`src/rtl/core_fetch_unit_pkg.sv`:
```
`default_nettype none
// ============================================================================
// Module      : core_fetch_unit_pkg
// Description : Shared constants, fetch FSM encodings and the parcel helper
//               used by the instruction-fetch stage and its realign buffer.
// Revision    : 1.0 - initial release
// ============================================================================
package core_fetch_unit_pkg;

    // One RISC-V instruction parcel
    localparam int c_parcel_width = 16;

    // Realign buffer depth in parcels
    localparam int c_buf_depth = 3;

    // Fetch FSM encoding
    localparam int                          c_fetch_st_width = 2;
    localparam logic [c_fetch_st_width-1:0] c_fetch_req      = 2'd0;
    localparam logic [c_fetch_st_width-1:0] c_fetch_wait     = 2'd1;
    localparam logic [c_fetch_st_width-1:0] c_fetch_drop     = 2'd2;

    // Default first fetch address after reset
    localparam logic [31:0] c_reset_pc_default = 32'h0000_0000;

    // A parcel whose two low bits are not 2'b11 is a complete 16-bit instruction
    function automatic logic is_compressed(input logic [c_parcel_width-1:0] parcel);
        return (parcel[1:0] != 2'b11);
    endfunction

endpackage
`default_nettype wire

```
`src/rtl/core_fetch_realign_buffer.sv`:
```
`default_nettype none
// ============================================================================
// Module      : core_fetch_realign_buffer
// Description : Three-parcel realignment buffer. Accepts 32-bit words (or
//               only their upper parcel), pops one or two parcels per
//               consumed instruction and composes the head instruction.
// Revision    : 1.0 - initial release
// ============================================================================
module core_fetch_realign_buffer
    import core_fetch_unit_pkg::*;
(
    input  logic                        clk,
    input  logic                        rst,
    input  logic                        i_flush,
    input  logic                        i_push,
    input  logic                        i_push_upper_only,
    input  logic [2*c_parcel_width-1:0] i_push_word,
    input  logic                        i_pop,
    output logic [1:0]                  o_count,
    output logic                        o_valid,
    output logic [2*c_parcel_width-1:0] o_instr,
    output logic                        o_compressed
);

    logic [c_parcel_width-1:0] r_parcel     [c_buf_depth];
    logic [1:0]                r_count;

    logic [c_parcel_width-1:0] w_shift      [c_buf_depth];
    logic [c_parcel_width-1:0] w_parcel_nxt [c_buf_depth];
    logic [1:0]                w_count_nxt;
    logic                      w_head_compressed;
    logic                      w_valid;
    logic [1:0]                w_pop_n;
    logic [1:0]                w_push_n;
    logic [1:0]                w_base;
    logic [c_parcel_width-1:0] w_push_lo;

    assign w_head_compressed = is_compressed(r_parcel[0]);

    // A 32-bit instruction is only presented once both of its parcels are held
    assign w_valid = (r_count >= 2'd2) || ((r_count == 2'd1) && w_head_compressed);

    assign w_pop_n   = (i_pop && w_valid) ? (w_head_compressed ? 2'd1 : 2'd2) : 2'd0;
    assign w_push_n  = i_push ? (i_push_upper_only ? 2'd1 : 2'd2) : 2'd0;
    assign w_base    = r_count - w_pop_n;
    assign w_push_lo = i_push_upper_only ? i_push_word[2*c_parcel_width-1:c_parcel_width]
                                         : i_push_word[c_parcel_width-1:0];

    // Next-state: shift out popped parcels, then append pushed parcels behind the survivors
    always_comb begin
        for (int i = 0; i < c_buf_depth; i++) begin
            w_shift[i]      = '0;
            w_parcel_nxt[i] = '0;
        end
        w_count_nxt = r_count;

        case (w_pop_n)
            2'd1: begin
                w_shift[0] = r_parcel[1];
                w_shift[1] = r_parcel[2];
            end
            2'd2: begin
                w_shift[0] = r_parcel[2];
            end
            default: begin
                for (int i = 0; i < c_buf_depth; i++) begin
                    w_shift[i] = r_parcel[i];
                end
            end
        endcase

        for (int i = 0; i < c_buf_depth; i++) begin
            w_parcel_nxt[i] = w_shift[i];
            if ((w_push_n != 2'd0) && (3'(i) == {1'b0, w_base})) begin
                w_parcel_nxt[i] = w_push_lo;
            end
            if ((w_push_n == 2'd2) && (3'(i) == ({1'b0, w_base} + 3'd1))) begin
                w_parcel_nxt[i] = i_push_word[2*c_parcel_width-1:c_parcel_width];
            end
        end
        w_count_nxt = w_base + w_push_n;

        if (i_flush) begin
            for (int i = 0; i < c_buf_depth; i++) begin
                w_parcel_nxt[i] = '0;
            end
            w_count_nxt = 2'd0;
        end
    end

    // Parcel storage and occupancy
    always_ff @(posedge clk or posedge rst) begin
        if (rst) begin
            for (int i = 0; i < c_buf_depth; i++) begin
                r_parcel[i] <= '0;
            end
            r_count <= 2'd0;
        end else begin
            for (int i = 0; i < c_buf_depth; i++) begin
                r_parcel[i] <= w_parcel_nxt[i];
            end
            r_count <= w_count_nxt;
        end
    end

    assign o_count      = r_count;
    assign o_valid      = w_valid;
    assign o_compressed = w_valid && w_head_compressed;
    assign o_instr      = !w_valid          ? '0 :
                          w_head_compressed ? {{c_parcel_width{1'b0}}, r_parcel[0]} :
                                              {r_parcel[1], r_parcel[0]};

endmodule
`default_nettype wire

```
`src/rtl/core_fetch_unit.sv`:
```
`default_nettype none
// ============================================================================
// Module      : core_fetch_unit
// Description : Instruction-fetch stage. Owns the fetch address and the PC
//               of the instruction presented to decode, runs the single-
//               outstanding request FSM and applies branch redirects.
// Revision    : 1.0 - initial release
// ============================================================================
module core_fetch_unit
    import core_fetch_unit_pkg::*;
#(
    parameter int unsigned           DATA_WIDTH = 32,
    parameter logic [DATA_WIDTH-1:0] RESET_PC   = c_reset_pc_default
)
(
    input  logic                  clk_i,
    input  logic                  rst_i,
    input  logic                  branch_i,
    input  logic [DATA_WIDTH-1:0] brj_pc_i,
    input  logic                  stall_i,
    output logic                  imem_req_o,
    output logic [DATA_WIDTH-1:0] imem_addr_o,
    input  logic                  imem_gnt_i,
    input  logic                  imem_rvalid_i,
    input  logic [DATA_WIDTH-1:0] imem_rdata_i,
    output logic                  instr_valid_o,
    output logic [DATA_WIDTH-1:0] instr_o,
    output logic [DATA_WIDTH-1:0] instr_pc_o,
    output logic                  instr_compressed_o
);

    localparam logic [DATA_WIDTH-1:0] c_step_half = DATA_WIDTH'(2);
    localparam logic [DATA_WIDTH-1:0] c_step_word = DATA_WIDTH'(4);

    logic [c_fetch_st_width-1:0] r_state;
    logic [DATA_WIDTH-1:0]       r_fetch_addr;
    logic [DATA_WIDTH-1:0]       r_instr_pc;
    logic                        r_skip_upper;
    logic                        r_run;

    logic                        w_req;
    logic                        w_push;
    logic                        w_consume;
    logic [1:0]                  w_count;
    logic                        w_valid;
    logic [DATA_WIDTH-1:0]       w_instr;
    logic                        w_compressed;
    logic [DATA_WIDTH-1:0]       w_target_word;
    logic [DATA_WIDTH-1:0]       w_target_pc;

    // r_run holds the request low for the first cycle out of reset
    assign w_req = r_run && (r_state == c_fetch_req) && (w_count <= 2'd1);

    // Data is only accepted for a live request; redirect kills same-cycle data
    assign w_push    = (r_state == c_fetch_wait) && imem_rvalid_i && !branch_i;
    assign w_consume = w_valid && !stall_i && !branch_i;

    assign w_target_word = brj_pc_i & ~DATA_WIDTH'(3);
    assign w_target_pc   = brj_pc_i & ~DATA_WIDTH'(1);

    core_fetch_realign_buffer u_realign (
        .clk               (clk_i),
        .rst               (rst_i),
        .i_flush           (branch_i),
        .i_push            (w_push),
        .i_push_upper_only (r_skip_upper),
        .i_push_word       (imem_rdata_i),
        .i_pop             (w_consume),
        .o_count           (w_count),
        .o_valid           (w_valid),
        .o_instr           (w_instr),
        .o_compressed      (w_compressed)
    );

    // Request FSM: one outstanding request; a redirect turns a live response into a dead one
    always_ff @(posedge clk_i or posedge rst_i) begin
        if (rst_i) begin
            r_state <= c_fetch_req;
            r_run   <= 1'b0;
        end else begin
            r_run <= 1'b1;
            if (branch_i) begin
                case (r_state)
                    c_fetch_req:  r_state <= (w_req && imem_gnt_i) ? c_fetch_drop : c_fetch_req;
                    c_fetch_wait,
                    c_fetch_drop: r_state <= imem_rvalid_i ? c_fetch_req : c_fetch_drop;
                    default:      r_state <= c_fetch_req;
                endcase
            end else begin
                case (r_state)
                    c_fetch_req:  if (w_req && imem_gnt_i) r_state <= c_fetch_wait;
                    c_fetch_wait: if (imem_rvalid_i)       r_state <= c_fetch_req;
                    c_fetch_drop: if (imem_rvalid_i)       r_state <= c_fetch_req;
                    default:                               r_state <= c_fetch_req;
                endcase
            end
        end
    end

    // Fetch address: retarget on redirect, otherwise advance by a word on each grant
    always_ff @(posedge clk_i or posedge rst_i) begin
        if (rst_i) begin
            r_fetch_addr <= RESET_PC & ~DATA_WIDTH'(3);
        end else if (branch_i) begin
            r_fetch_addr <= w_target_word;
        end else if (w_req && imem_gnt_i) begin
            r_fetch_addr <= r_fetch_addr + c_step_word;
        end
    end

    // Halfword-target flag: the first word after a redirect to bit1=1 contributes only its upper parcel
    always_ff @(posedge clk_i or posedge rst_i) begin
        if (rst_i) begin
            r_skip_upper <= RESET_PC[1];
        end else if (branch_i) begin
            r_skip_upper <= brj_pc_i[1];
        end else if (w_push) begin
            r_skip_upper <= 1'b0;
        end
    end

    // PC of the presented instruction advances by its size when decode takes it
    always_ff @(posedge clk_i or posedge rst_i) begin
        if (rst_i) begin
            r_instr_pc <= RESET_PC;
        end else if (branch_i) begin
            r_instr_pc <= w_target_pc;
        end else if (w_consume) begin
            r_instr_pc <= r_instr_pc + (w_compressed ? c_step_half : c_step_word);
        end
    end

    assign imem_req_o         = w_req;
    assign imem_addr_o        = r_fetch_addr;
    assign instr_valid_o      = w_valid;
    assign instr_o            = w_instr;
    assign instr_pc_o         = r_instr_pc;
    assign instr_compressed_o = w_compressed;

endmodule
`default_nettype wire
```
`config.mk`:
```
export PLATFORM = sky130hd
export DESIGN_NAME = core_fetch_unit
export DESIGN_NICKNAME = d
export VERILOG_FILES = /design/src/rtl/core_fetch_unit_pkg.sv /design/src/rtl/core_fetch_realign_buffer.sv /design/src/rtl/core_fetch_unit.sv
export SDC_FILE = /design/constraint.sdc
export NUM_CORES = 1
export LEC_CHECK = 0
export BUFFER_PORTS_ARGS = -buffer_cell sky130_fd_sc_hd__clkbuf_2
export CAP_MARGIN = 20
export CELL_PAD_IN_SITES_DETAIL_PLACEMENT = 0
export CELL_PAD_IN_SITES_GLOBAL_PLACEMENT = 2
export CORE_ASPECT_RATIO = 1.5
export CORE_MARGIN = 4
export CORE_UTILIZATION = 36
export CTS_BUF_LIST = sky130_fd_sc_hd__clkbuf_8 sky130_fd_sc_hd__clkbuf_16
export DETAILED_ROUTE_END_ITERATION = 7
export PLACE_DENSITY_LB_ADDON = 0.1
export SLEW_MARGIN = 40
export SYNTH_ARGS = -nofsm -noshare
export SYNTH_HDL_FRONTEND = slang
export SYNTH_SLANG_ARGS = --single-unit
```
`constraint.sdc`:
```
create_clock -name clk_i -period 6.1 [get_ports clk_i]
set_input_delay 1.22 -clock clk_i [delete_from_list [all_inputs] [get_ports clk_i]]
set_output_delay 1.22 -clock clk_i [all_outputs]
set_load 0.03 [all_outputs]
```
---- Yosys cells after proc, flatten, opt, wreduce, memory -nomap -nowiden ----
Index checks and enable logic that the tools add are counted.
operators by class
  equal/unequal tests ..................... 13
  reductions and logical operators ........ 32
  muxes and demuxes ....................... 32
  magnitude comparators ................... 2
  $add $sub $neg .......................... 5
operators by type and width
  kind                   count
  $mux 32                6
  $mux 16                8
  $pmux 16 s2            2
  $mux 48                1
  $add 32x3->32          1
  $add 32x3->32 const B  1
  $mux 2                 10
  $logic_and 1x1->1      16
  $reduce_bool 5->1      2
  $pmux 2 s2             2
  $reduce_bool 2->1      4
  $eq 2x1->1 const B     3
  $eq 2x2->1 const B     3
  $logic_not 2->1        2
  $reduce_bool 4->1      1
  $reduce_or 2->1        2
  $add 2x1->3 const B    1
  $eq 1x3->1 const A     1
  $eq 2x3->1 const A     1
  $logic_not 3->1        1
  $mux 3                 1
  $ne 3x1->1 const B     1
  $ne 3x2->1 const B     1
  $add 2x2->2            1
  other kinds (10)       12
word-level totals
  output and inout port bits .............. 99
  logic and storage cells ................. 93
  input port bits ......................... 70
  flip-flop bits (word level) ............. 118

---- Longest topological paths before layout ----
Gate-level depths: netlist (run 1).
  depth after elaboration ................. 13
  depth in mapped cells ................... 15
  gate-level depth less buffers ........... 13

---- Cells and area by module ----
Synthesis (run 1) repeated with hierarchy kept, for this count alone.
second synthesis, totals
  cells, all modules ...................... 831
  area, all modules ....................... 7726.2 sq um
by module, submodules not included
  module                     sequential area each (sq um)  area each (sq um)  times used  cells each
  core_fetch_unit            1626.6                        4035.1             1           448
  core_fetch_realign_buffer  1251.2                        3691.0             1           383

---- Worst setup path before layout (run 1) ----
Ideal clock, no wire load.
  kind .................................... input to register
  start ................................... input stall_i
  end ..................................... register u_realign.r_parcel[0] in the netlist's numbering
  setup slack ............................. 2415 ps
  data required time ...................... 5962 ps
  cell stages on the path ................. 12
  setup time .............................. 138 ps
  arrival time ............................ 3547 ps
  path buffers ............................ 4
  path through ............................ inv_1 -> o21a_1 -> buf_2 -> and3_1 -> ha_1 -> clkbuf_1 -> or2_2 -> clkbuf_1 -> nand3b_1 -> a21oi_1 -> buf_2 -> o22ai_1
on the way
  cells in the longest elaborated chain, start to end .. 11
  elaborated cells on any way between the ends .. 18
  those cells by class .................... 2 x add/sub; 4 x eq/ne; 4 x mux; 8 x reduce/logical
RTL lines
  element                                                 line                                                              RTL
  start, declared                                         core_fetch_unit.sv:20                                             input logic stall_i,
  $logic_not 1->1 (*)                                     core_fetch_unit.sv:56                                             assign w_consume = w_valid && !stall_i && !branch_i;
  $logic_and 1x1->1 (*) (2 in a row)                      core_fetch_unit.sv:56
  $logic_and 1x1->1 (*)                                   core_fetch_realign_buffer.sv:43                                   assign w_pop_n = (i_pop && w_valid) ? (w_head_compressed ? 2'd1 : 2'd2) : 2'd0;
  $mux 2 (*)                                              core_fetch_realign_buffer.sv:43
  $sub 2x2->2                                             core_fetch_realign_buffer.sv:45                                   assign w_base = r_count - w_pop_n;
  $add 2x1->3 / $eq 2x2->1 (equally long branches)        core_fetch_realign_buffer.sv:77, core_fetch_realign_buffer.sv:74
  $eq 2x3->1 / $logic_and 1x1->1 (equally long branches)  core_fetch_realign_buffer.sv:77, core_fetch_realign_buffer.sv:74
  $logic_and 1x1->1 / $mux 16 (equally long branches)     core_fetch_realign_buffer.sv:77, core_fetch_realign_buffer.sv:74
  $mux 16                                                 core_fetch_realign_buffer.sv:77                                   if ((w_push_n == 2'd2) && (3'(i) == ({1'b0, w_base} + 3'd1))) begin
  $mux 48                                                 core_fetch_realign_buffer.sv:83                                   if (i_flush) begin
  end signal, assigned by index                           core_fetch_realign_buffer.sv:100                                  r_parcel[i] <= w_parcel_nxt[i];
  end, declared                                           core_fetch_realign_buffer.sv:25                                   logic [c_parcel_width-1:0] r_parcel [c_buf_depth];
Every way passes the cells marked *; elsewhere a longest branch is shown, timed or not.
A chain may end at the register's enable or synchronous reset.

---- Worst setup path in the final report (run 1) ----
  start ................................... input branch_i
  end ..................................... register u_realign.r_parcel[21] in the netlist's numbering
on the way
  cells in the longest elaborated chain, start to end .. 10
  elaborated cells on any way between the ends .. 21
  those cells by class .................... 2 x add/sub; 5 x eq/ne; 6 x mux; 8 x reduce/logical
RTL lines
  element                                                 line                                                              RTL
  start, declared                                         core_fetch_unit.sv:18                                             input logic branch_i,
  $logic_not 1->1                                         core_fetch_unit.sv:55, core_fetch_unit.sv:56
  $logic_and 1x1->1                                       core_fetch_unit.sv:56
  $logic_and 1x1->1                                       core_fetch_realign_buffer.sv:43
  $mux 2                                                  core_fetch_realign_buffer.sv:43
  $sub 2x2->2                                             core_fetch_realign_buffer.sv:45
  $add 2x1->3 / $eq 1x2->1 (equally long branches)        core_fetch_realign_buffer.sv:77, core_fetch_realign_buffer.sv:74
  $eq 1x3->1 / $logic_and 1x1->1 (equally long branches)  core_fetch_realign_buffer.sv:77, core_fetch_realign_buffer.sv:74
  $logic_and 1x1->1 / $mux 16 (equally long branches)     core_fetch_realign_buffer.sv:77, core_fetch_realign_buffer.sv:74
  $mux 16                                                 core_fetch_realign_buffer.sv:77
  $mux 48                                                 core_fetch_realign_buffer.sv:83
Parallel ways exist; a longest one is shown, timed or not.

==> results of run 1 <==
-- tightest hold or removal path, stage by stage, from the launching register on --
cell and delay [ns]:
sky130_fd_sc_hd__dfrtp_1 0.34, sky130_fd_sc_hd__inv_1 0.06, sky130_fd_sc_hd__o32ai_2 0.08
-- registers in the layout, summed over array words and instances, names as in the netlist --
register,cells
imem_addr_o,30
u_realign.r_parcel,48
r_state,2
r_skip_upper,1
r_run,1
u_realign.o_count,2
instr_pc_o,31
-- worst max-delay path by stage --
stage | slack [ns] | to | depth (start not counted) | start
after detailed placement | 1.63 | u_realign.r_parcel[19]$_DFFE_PP0P_ | 9 | branch_i
final | 2.08 | u_realign.r_parcel[21]$_DFFE_PP0P_ | 9 | branch_i
after global placement | 1.64 | u_realign.r_parcel[24]$_DFFE_PP0P_ | 9 | branch_i
after global routing | 1.76 | u_realign.r_parcel[19]$_DFFE_PP0P_ | 9 | branch_i
after CTS | 2.07 | u_realign.r_parcel[21]$_DFFE_PP0P_ | 9 | branch_i
after floorplan | 1.84 | imem_addr_o[10]$_DFFE_PP0N_ | 1 | rst_i
-- logic make-up (layout without fill, tap and decap cells) --
kind of cell               Yosys count  in the layout  synth area share [%]
AOI/OAI and AO/OA                  166            166                  15.9
DFF                                115            115                  37.8
other                                2              4                0.0987
and+or+nand+nor                    301            301                  19.5
xor gates and xnor gates            61             61                  7.02
adders and majority gates            9              9                  1.58
buffers and inverters              100            251                  5.44
muxes                               89             89                  12.6
-- report_power, final --
part | internal (mW) | switching (mW) | total (mW)
Combinational | 0.193 | 0.367 | 0.560
Sequential | 0.820 | 0.0712 | 0.891
Clock | 0.649 | 0.364 | 1.01
Total | 1.66 | 0.802 | 2.46
-- final cells by class --
| class | count | area [µm²] | share of cell area, % |
|---|---|---|---|
| tap | 264 | 330 | 3.57 |
| inverter | 37 | 141 | 1.53 |
| sequential | 115 | 2880 | 31.1 |
| timing repair buffer | 183 | 971 | 10.5 |
| multi-input combinational | 630 | 4340 | 46.9 |
| clock buffer | 22 | 494 | 5.34 |
| clock inverter | 9 | 104 | 1.12 |
-- stage by stage --
stage | total power [mW] | hold slack, ns | utilization [%] | std cells
final | 2.46 | 0.525 | 45.0 | 1260
after global routing | 2.59 | 0.538 | 45.0 | 1260
after CTS | 2.50 | 0.525 | 44.9 | 1260
after detailed placement | 1.47 | 0.511 | 42.0 | 1229
after global placement | 1.47 | 0.503 | 42.0 | 1228
after floorplan | 1.28 | 0.478 | - | 845
-- routing by layer --
layer,track usage [%],up-vias,part of all wire (%)
met3,3.88,31,4.7
met2,39.6,203,53
li1,-,3292,-
met1,26.4,3326,41
met5,0,-,0
met4,6.74,0,1.9
-- synth_stat cells, drive strengths merged (9+ instances only) --
cell and instances:
mux2 55, xor2 31, nor2 65, nor4 13, mux2i 34, a22oi 17, nor3 33, a21oi 39
nand2 81, o32ai 16, nand3 36, o22ai 29, inv 36, clkbuf 42, a211oi 31, dfrtp 115
nor2b 20, and3 9, xnor2 30, nand4 15, a21boi 12, buf 21
==> impl_metrics.prom, run 1 <==
# TYPE chip_impl_metric gauge
chip_impl_info{name="outcome",value="finished, final reports clean"} 1
chip_impl_info{name="classification_of_the_worst_setup_path",value="input port to register"} 1
chip_impl_metric{name="worst_slack",unit="ns"} 2.08
chip_impl_metric{name="clock_sink_count",unit=""} 115
chip_impl_metric{name="final.setup_skew",unit="ns"} 0.00773
chip_impl_metric{name="antenna_violations_before_repair",unit=""} 0
chip_impl_info{name="r2r-start",value="u_realign.r_parcel[32]$_DFFE_PP0P_"} 1
chip_impl_metric{name="fp.coreArea",unit="µm²"} 20600
chip_impl_metric{name="ys.warnings.count",unit=""} 0
chip_impl_metric{name="synth.ff_latch_count",unit=""} 115
chip_impl_metric{name="leakage",unit="nW"} 4.01
chip_impl_metric{name="synth_area",unit="µm²"} 7610
chip_impl_info{name="top_cell_family_by_delay_on_the_critical_path",value="simple AND/OR/NAND/NOR gates"} 1
chip_impl_metric{name="grt_pass1_wl",unit="µm"} 40200
chip_impl_metric{name="grt.overflow.total",unit=""} 0
chip_impl_metric{name="cts-resized-gates",unit=""} 0
chip_impl_metric{name="post_cts_hold_buffer_count",unit=""} 0
chip_impl_metric{name="num_io_pins",unit=""} 169
chip_impl_metric{name="setup_bufs_post_cts",unit=""} 0
chip_impl_metric{name="r2r_setup_slack",unit="ns"} 2.39
chip_impl_metric{name="dieArea",unit="µm²"} 23600
chip_impl_metric{name="sum_of_negative_setup_slack",unit="ns"} 0
chip_impl_metric{name="slowest_delay",unit="ns"} 0.68
chip_impl_metric{name="slew_headroom",unit="%"} 45.4
chip_impl_info{name="crit_path_top_delay_cell",value="sky130_fd_sc_hd__ha_1"} 1
chip_impl_info{name="worst_hold_startpoint",value="u_realign.r_parcel[18]$_DFFE_PP0P_"} 1
chip_impl_metric{name="route.vias.total",unit=""} 6852
chip_impl_metric{name="power_density",unit="nW/µm²"} 266
chip_impl_metric{name="reg2regPathDepth",unit=""} 8
chip_impl_metric{name="worst_ep_required_time",unit="ns"} 6.37
chip_impl_info{name="timing.critical_path.to_type",value="register"} 1
chip_impl_metric{name="drv.max_cap_violation_count",unit=""} 0
chip_impl_metric{name="ys_async_sr_fraction",unit="%"} 100
chip_impl_metric{name="max_frequency",unit="MHz"} 248
chip_impl_metric{name="layout-drive-gt1-share",unit="%"} 28.9
chip_impl_metric{name="synth_enable_flop_cells",unit=""} 0
chip_impl_metric{name="initial_utilization",unit="%"} 37.0
chip_impl_info{name="cts_root_buffer",value="sky130_fd_sc_hd__clkbuf_16"} 1
chip_impl_metric{name="detail-route-antenna-nets",unit=""} 0
chip_impl_metric{name="track_usage",unit="%"} 21.9
chip_impl_info{name="layout.cells.most_common",value="sky130_fd_sc_hd__clkbuf_2"} 1
chip_impl_metric{name="routedWlPerCell",unit="µm"} 20.2
chip_impl_info{name="yosys_most_used_dff",value="sky130_fd_sc_hd__dfrtp_1"} 1
chip_impl_metric{name="worst_setup_hold_path_clk_slew",unit="ns"} 0.06
chip_impl_metric{name="cts-buffers-inserted",unit=""} 17
chip_impl_metric{name="synth.top_cell.area_share",unit="%"} 37.8
chip_impl_metric{name="cts_max_path_buffers",unit=""} 2
chip_impl_metric{name="dieWidth",unit="µm"} 127
chip_impl_metric{name="drt_drc_violations_left",unit=""} 0
chip_impl_metric{name="clock_latency",unit="ns"} 0.42
chip_impl_metric{name="timing.critical_path.fanout_max",unit=""} 24
chip_impl_metric{name="drt_first_pass_iters",unit=""} 5
chip_impl_metric{name="first_iter_violations",unit=""} 410
chip_impl_metric{name="stdcell_area",unit="µm²"} 9260
chip_impl_metric{name="io_buffers",unit=""} 164
chip_impl_metric{name="area_growth_syn_to_layout",unit="%"} 21.7
chip_impl_metric{name="post-route-period-util",unit="%"} 66.0
chip_impl_metric{name="finalNetCount",unit=""} 1063
chip_impl_metric{name="maxSlewViolCount",unit=""} 0
chip_impl_info{name="capture_instance_of_the_worst_register_to_register_path",value="u_realign.r_parcel[21]$_DFFE_PP0P_"} 1
chip_impl_metric{name="yosysUniqueCellTypes",unit=""} 57
chip_impl_metric{name="min_period",unit="ns"} 4.02
chip_impl_metric{name="dpl_worst_slack",unit="ns"} 1.63
chip_impl_metric{name="post_drt_via_cell_ratio",unit=""} 5.44
chip_impl_metric{name="netlist_instances",unit=""} 843
chip_impl_info{name="cts_tree",value="built"} 1
chip_impl_metric{name="die_height",unit="µm"} 186
chip_impl_metric{name="critical_path_buf_inv_count",unit=""} 3
chip_impl_metric{name="vdd.ir_drop.worst",unit="µV"} 199
chip_impl_metric{name="final-hold-violation-count",unit=""} 0
chip_impl_metric{name="htree_num_levels",unit=""} 4
chip_impl_info{name="min-delay-path-class",value="register to register"} 1
chip_impl_info{name="cp_cell_sequence",value="clkbuf_2, inv_2, and3_1, ha_1, inv_1, a2111oi_0, nand2_1, nor2_1, o32ai_2"} 1
chip_impl_metric{name="fillCellCount",unit=""} 2086
chip_impl_metric{name="finalSetupViolCount",unit=""} 0
chip_impl_metric{name="yosysSeqAreaShare",unit="%"} 37.8
chip_impl_info{name="netlist_top_cells_area",value="sky130_fd_sc_hd__dfrtp_1 38%, sky130_fd_sc_hd__mux2_2 7.3%, sky130_fd_sc_hd__mux2i_1 4.5%"} 1
chip_impl_metric{name="antenna_cells_inserted",unit=""} 0
chip_impl_info{name="startpoint_type",value="input port"} 1
chip_impl_metric{name="worstPathArrival",unit="ns"} 4.29
chip_impl_metric{name="post_dp_cell_area",unit="µm²"} 8650
chip_impl_metric{name="worstMarginPinSlew",unit="ns"} 0.813
chip_impl_info{name="commonest_cells_after_routing_fill_and_taps_aside",value="164 x sky130_fd_sc_hd__clkbuf_2, 114 x sky130_fd_sc_hd__dfrtp_1, 80 x sky130_fd_sc_hd__nand2_1"} 1
chip_impl_metric{name="synthesis.area_per_instance",unit="µm²"} 9.02
chip_impl_metric{name="routed_wl",unit="µm"} 25500
chip_impl_metric{name="min_path_cells",unit=""} 2
chip_impl_metric{name="maximum_number_of_pins_on_one_net_before_global_route_repair",unit=""} 84
chip_impl_metric{name="grt_pass1_vias",unit=""} 6935
chip_impl_metric{name="post-dp-hpwl",unit="µm"} 18100
chip_impl_info{name="rsz_0062_raised_after_global_routing",value="no"} 1
chip_impl_metric{name="placementRows",unit=""} 64
chip_impl_info{name="synth_area_leader_cell",value="sky130_fd_sc_hd__dfrtp_1"} 1
chip_impl_info{name="worst_hold_path.endpoint",value="u_realign.r_parcel[18]$_DFFE_PP0P_"} 1
chip_impl_metric{name="globalplace.congestion",unit=""} 0.777
Note: power is estimated with default switching activity, not from simulation.
==> run 2: changes to the inputs <==
- ABC_AREA: unset -> 1
- CORE_UTILIZATION: 36 -> 30
- clock period: 6.1 -> 3.95 ns (I/O delays scaled with it)
==> impl_metrics.prom, run 2 <==
# TYPE chip_impl_metric gauge
chip_impl_metric{name="global_route.usage.met1",unit="%"} 24.2
chip_impl_info{name="startpoint_type",value="register"} 1
chip_impl_info{name="yosys_most_used_dff",value="sky130_fd_sc_hd__dfrtp_1"} 1
chip_impl_metric{name="maximum_number_of_pins_on_one_net_before_global_route_repair",unit=""} 54
chip_impl_metric{name="synth.ff_latch_count",unit=""} 115
chip_impl_metric{name="final-hold-violation-count",unit=""} 0
chip_impl_info{name="min-delay-path-class",value="input port to async pin"} 1
chip_impl_metric{name="antenna_cells_inserted",unit=""} 0
chip_impl_metric{name="worstPathArrival",unit="ns"} 3.84
chip_impl_metric{name="dieWidth",unit="µm"} 141
chip_impl_metric{name="globalplace.congestion",unit=""} 0.851
chip_impl_metric{name="track_usage",unit="%"} 23.2
chip_impl_metric{name="placementRows",unit=""} 72
chip_impl_metric{name="vdd.ir_drop.worst",unit="µV"} 327
chip_impl_metric{name="route.vias.total",unit=""} 8460
chip_impl_metric{name="leakage",unit="nW"} 4.71
chip_impl_metric{name="worstMarginPinSlew",unit="ns"} 0.613
chip_impl_metric{name="yosysSeqAreaShare",unit="%"} 36.1
chip_impl_info{name="r2r-start",value="u_realign.r_parcel[33]$_DFFE_PP0P_"} 1
chip_impl_metric{name="worst_setup_hold_path_clk_slew",unit="ns"} 0.06
chip_impl_metric{name="min_period",unit="ns"} 3.49
chip_impl_metric{name="postLayoutCoreUtil",unit="%"} 37.7
chip_impl_metric{name="maxSlewViolCount",unit=""} 0
chip_impl_metric{name="antenna_violations_before_repair",unit=""} 0
chip_impl_metric{name="netlist_instances",unit=""} 1171
chip_impl_metric{name="clock_latency",unit="ns"} 0.43
chip_impl_metric{name="post_cts_hold_buffer_count",unit=""} 0
chip_impl_metric{name="num_io_pins",unit=""} 169
chip_impl_metric{name="finalNetCount",unit=""} 1402
chip_impl_metric{name="power_density",unit="nW/µm²"} 463
chip_impl_info{name="classification_of_the_worst_setup_path",value="register to register"} 1
chip_impl_metric{name="synth_area",unit="µm²"} 7980
chip_impl_metric{name="cts-buffers-inserted",unit=""} 17
chip_impl_info{name="commonest_cells_after_routing_fill_and_taps_aside",value="301 x sky130_fd_sc_hd__nand2_1, 164 x sky130_fd_sc_hd__clkbuf_2, 161 x sky130_fd_sc_hd__inv_1"} 1
chip_impl_info{name="netlist_top_cells_area",value="sky130_fd_sc_hd__dfrtp_1 36%, sky130_fd_sc_hd__nand2_1 14%, sky130_fd_sc_hd__inv_1 7.6%"} 1
chip_impl_metric{name="post-route-period-util",unit="%"} 88.4
chip_impl_metric{name="dieArea",unit="µm²"} 29300
chip_impl_info{name="synth_area_leader_cell",value="sky130_fd_sc_hd__dfrtp_1"} 1
chip_impl_info{name="timing.critical_path.to_type",value="register"} 1
chip_impl_metric{name="drt_drc_violations_left",unit=""} 0
chip_impl_info{name="largest_register_by_flop_count",value="u_realign.r_parcel"} 1
chip_impl_metric{name="timing.critical_path.fanout_max",unit=""} 19
chip_impl_metric{name="grt_pass1_wl",unit="µm"} 51500
chip_impl_metric{name="first_iter_violations",unit=""} 567
chip_impl_metric{name="synth.top_cell.area_share",unit="%"} 36.1
chip_impl_metric{name="fp.coreArea",unit="µm²"} 26000
chip_impl_metric{name="setup_bufs_post_cts",unit=""} 0
chip_impl_info{name="crit_path_top_delay_cell",value="sky130_fd_sc_hd__xor2_4"} 1
chip_impl_metric{name="largest_register_ff_count",unit=""} 48
chip_impl_metric{name="dpl_worst_slack",unit="ns"} 0.138
chip_impl_info{name="rsz_0062_raised_after_global_routing",value="no"} 1
chip_impl_metric{name="post_drt_via_cell_ratio",unit=""} 5.07
chip_impl_metric{name="finalSetupViolCount",unit=""} 0
chip_impl_info{name="layout.cells.most_common",value="sky130_fd_sc_hd__nand2_1"} 1
chip_impl_metric{name="routedWlPerCell",unit="µm"} 20.5
chip_impl_metric{name="reg2regPathDepth",unit=""} 14
chip_impl_metric{name="worst_ep_required_time",unit="ns"} 4.30
chip_impl_metric{name="yosysUniqueCellTypes",unit=""} 41
chip_impl_metric{name="ys.warnings.count",unit=""} 0
chip_impl_metric{name="r2r_setup_slack",unit="ns"} 0.46
chip_impl_metric{name="grt.overflow.total",unit=""} 0
chip_impl_metric{name="htree_num_levels",unit=""} 4
chip_impl_metric{name="synth_enable_flop_cells",unit=""} 0
chip_impl_metric{name="final.setup_skew",unit="ns"} 0.00952
chip_impl_metric{name="cts_max_path_buffers",unit=""} 2
chip_impl_metric{name="routed_wl",unit="µm"} 34200
chip_impl_info{name="grt.busiest_layer",value="met2"} 1
chip_impl_metric{name="detail-route-antenna-nets",unit=""} 0
chip_impl_metric{name="layout-drive-gt1-share",unit="%"} 17.8
chip_impl_info{name="cp_cell_sequence",value="nand2_1, a21oi_2, nor2_2, nand2_1, nor2_1, ha_1, xor2_4, nand2_2, nand2_1, nand2_1, buf_4, o21ai_0, o21ai_0, o21ai_0"} 1
chip_impl_metric{name="post-dp-hpwl",unit="µm"} 26400
chip_impl_metric{name="global_route_track_usage_on_met3",unit="%"} 3.32
chip_impl_info{name="most_common_cell_in_the_netlist",value="sky130_fd_sc_hd__nand2_1"} 1
chip_impl_metric{name="slew_headroom",unit="%"} 59.2
chip_impl_metric{name="initial_utilization",unit="%"} 30.6
chip_impl_metric{name="worst_slack",unit="ns"} 0.459
chip_impl_info{name="outcome",value="finished, final reports clean"} 1
chip_impl_metric{name="sum_of_negative_setup_slack",unit="ns"} 0
chip_impl_metric{name="area_growth_syn_to_layout",unit="%"} 22.9
chip_impl_metric{name="cts-resized-gates",unit=""} 0
chip_impl_metric{name="clock_sink_count",unit=""} 115
chip_impl_metric{name="synthesis.area_per_instance",unit="µm²"} 6.81
chip_impl_metric{name="ys_async_sr_fraction",unit="%"} 100
chip_impl_info{name="netlist_top_cells_count",value="301 x sky130_fd_sc_hd__nand2_1, 161 x sky130_fd_sc_hd__inv_1, 115 x sky130_fd_sc_hd__dfrtp_1"} 1
chip_impl_metric{name="io_buffers",unit=""} 164
chip_impl_metric{name="drt_first_pass_iters",unit=""} 5
chip_impl_metric{name="grt_pass1_vias",unit=""} 8733
chip_impl_info{name="top_cell_family_by_delay_on_the_critical_path",value="simple AND/OR/NAND/NOR gates"} 1
chip_impl_metric{name="die_height",unit="µm"} 208
chip_impl_info{name="cts_tree",value="built"} 1
chip_impl_metric{name="max_frequency",unit="MHz"} 286
chip_impl_info{name="capture_instance_of_the_worst_register_to_register_path",value="u_realign.r_parcel[7]$_DFFE_PP0P_"} 1
chip_impl_metric{name="slowest_delay",unit="ns"} 0.40
chip_impl_metric{name="critical_path_buf_inv_count",unit=""} 1
chip_impl_info{name="critPathMostFrequentCell",value="sky130_fd_sc_hd__nand2_1"} 1
chip_impl_metric{name="drv.max_cap_violation_count",unit=""} 0
chip_impl_metric{name="grt_use_met2",unit="%"} 42.9
chip_impl_info{name="cts_root_buffer",value="sky130_fd_sc_hd__clkbuf_16"} 1
chip_impl_info{name="setup.worst_path.start",value="u_realign.r_parcel[33]$_DFFE_PP0P_"} 1
-- run 2: cell count changes after synthesis, sizes merged, moves of 29 or more --
| cell | change |
|---|---|
| nand2 | +223 |
| inv | +129 |
| nor2 | +38 |
| mux2i | -34 |
| nand4 | +70 |
| o211ai | +35 |
| o22ai | -29 |
| mux2 | -55 |
| nand3 | +37 |
| o21ai | +103 |
| a211oi | -31 |
-- run 2: logic make-up (layout without fill, tap and decap cells) --
family / after synthesis / in the layout / synth area share [%]
AOI/OAI and AO/OA: 179 / 179 / 13.2
xor gates and xnor gates: 35 / 35 / 4.31
adders and majority gates: 9 / 9 / 1.51
buffers and inverters: 223 / 385 / 11.0
DFF: 115 / 115 / 36.1
other: 2 / 4 / 0.0942
and+or+nand+nor: 608 / 608 / 33.8
-- run 2: layout make-up --
class,count,area (µm²)
timing repair buffer,187,1010
fill,2956,16200
multi-input combinational,835,4240
sequential,115,2880
tap,333,417
clock inverter,12,186
inverter,167,629
clock buffer,19,453
-- run 2: through the flow --
stage	hold WS, ns	power, mW	cells	area, µm²
after floorplan	0.486	2.36	1173	7980
after global placement	0.504	2.85	1637	9160
after detailed placement	0.513	2.85	1637	9160
after CTS	0.443	4.60	1668	9800
after global routing	0.492	4.78	1668	9810
final	0.440	4.54	1668	9810
-- run 2: worst reg2reg max path: stages, from the launching register on --
cell and delay [ns]:
sky130_fd_sc_hd__dfrtp_1 0.38, sky130_fd_sc_hd__nand2_1 0.17, sky130_fd_sc_hd__a21oi_2 0.13, sky130_fd_sc_hd__nor2_2 0.25
sky130_fd_sc_hd__nand2_1 0.12, sky130_fd_sc_hd__nor2_1 0.11, sky130_fd_sc_hd__ha_1 0.24, sky130_fd_sc_hd__xor2_4 0.40
sky130_fd_sc_hd__nand2_2 0.36, sky130_fd_sc_hd__nand2_1 0.24, sky130_fd_sc_hd__nand2_1 0.35, sky130_fd_sc_hd__buf_4 0.33
sky130_fd_sc_hd__o21ai_0 0.14, sky130_fd_sc_hd__o21ai_0 0.11, sky130_fd_sc_hd__o21ai_0 0.09
-- run 2: metal layers --
metal / wire, µm / vias up
li1: - / 4162
met3: 1420 / 74
met2: 18200 / 249
met4: 2350 / 0
met5: 0 / -
met1: 12200 / 3975
-- run 2: worst max-delay path by stage --
stage                                               to  slack [ns]  cells after the start
floorplan                  imem_addr_o[10]$_DFFE_PP0N_        0.12                      1
global placement    u_realign.r_parcel[14]$_DFFE_PP0P_        0.22                     11
detailed placement   u_realign.r_parcel[8]$_DFFE_PP0P_        0.14                     11
CTS                  u_realign.r_parcel[8]$_DFFE_PP0P_        0.36                     12
global route         u_realign.r_parcel[8]$_DFFE_PP0P_        0.06                     14
finish               u_realign.r_parcel[7]$_DFFE_PP0P_        0.46                     14
-- run 2: power breakdown --
group	total, mW	leakage, nW	switching, mW	internal [mW]
clock network	1.73	0.320	0.592	1.14
logic	1.28	2.91	0.923	0.359
registers	1.53	1.48	0.205	1.32
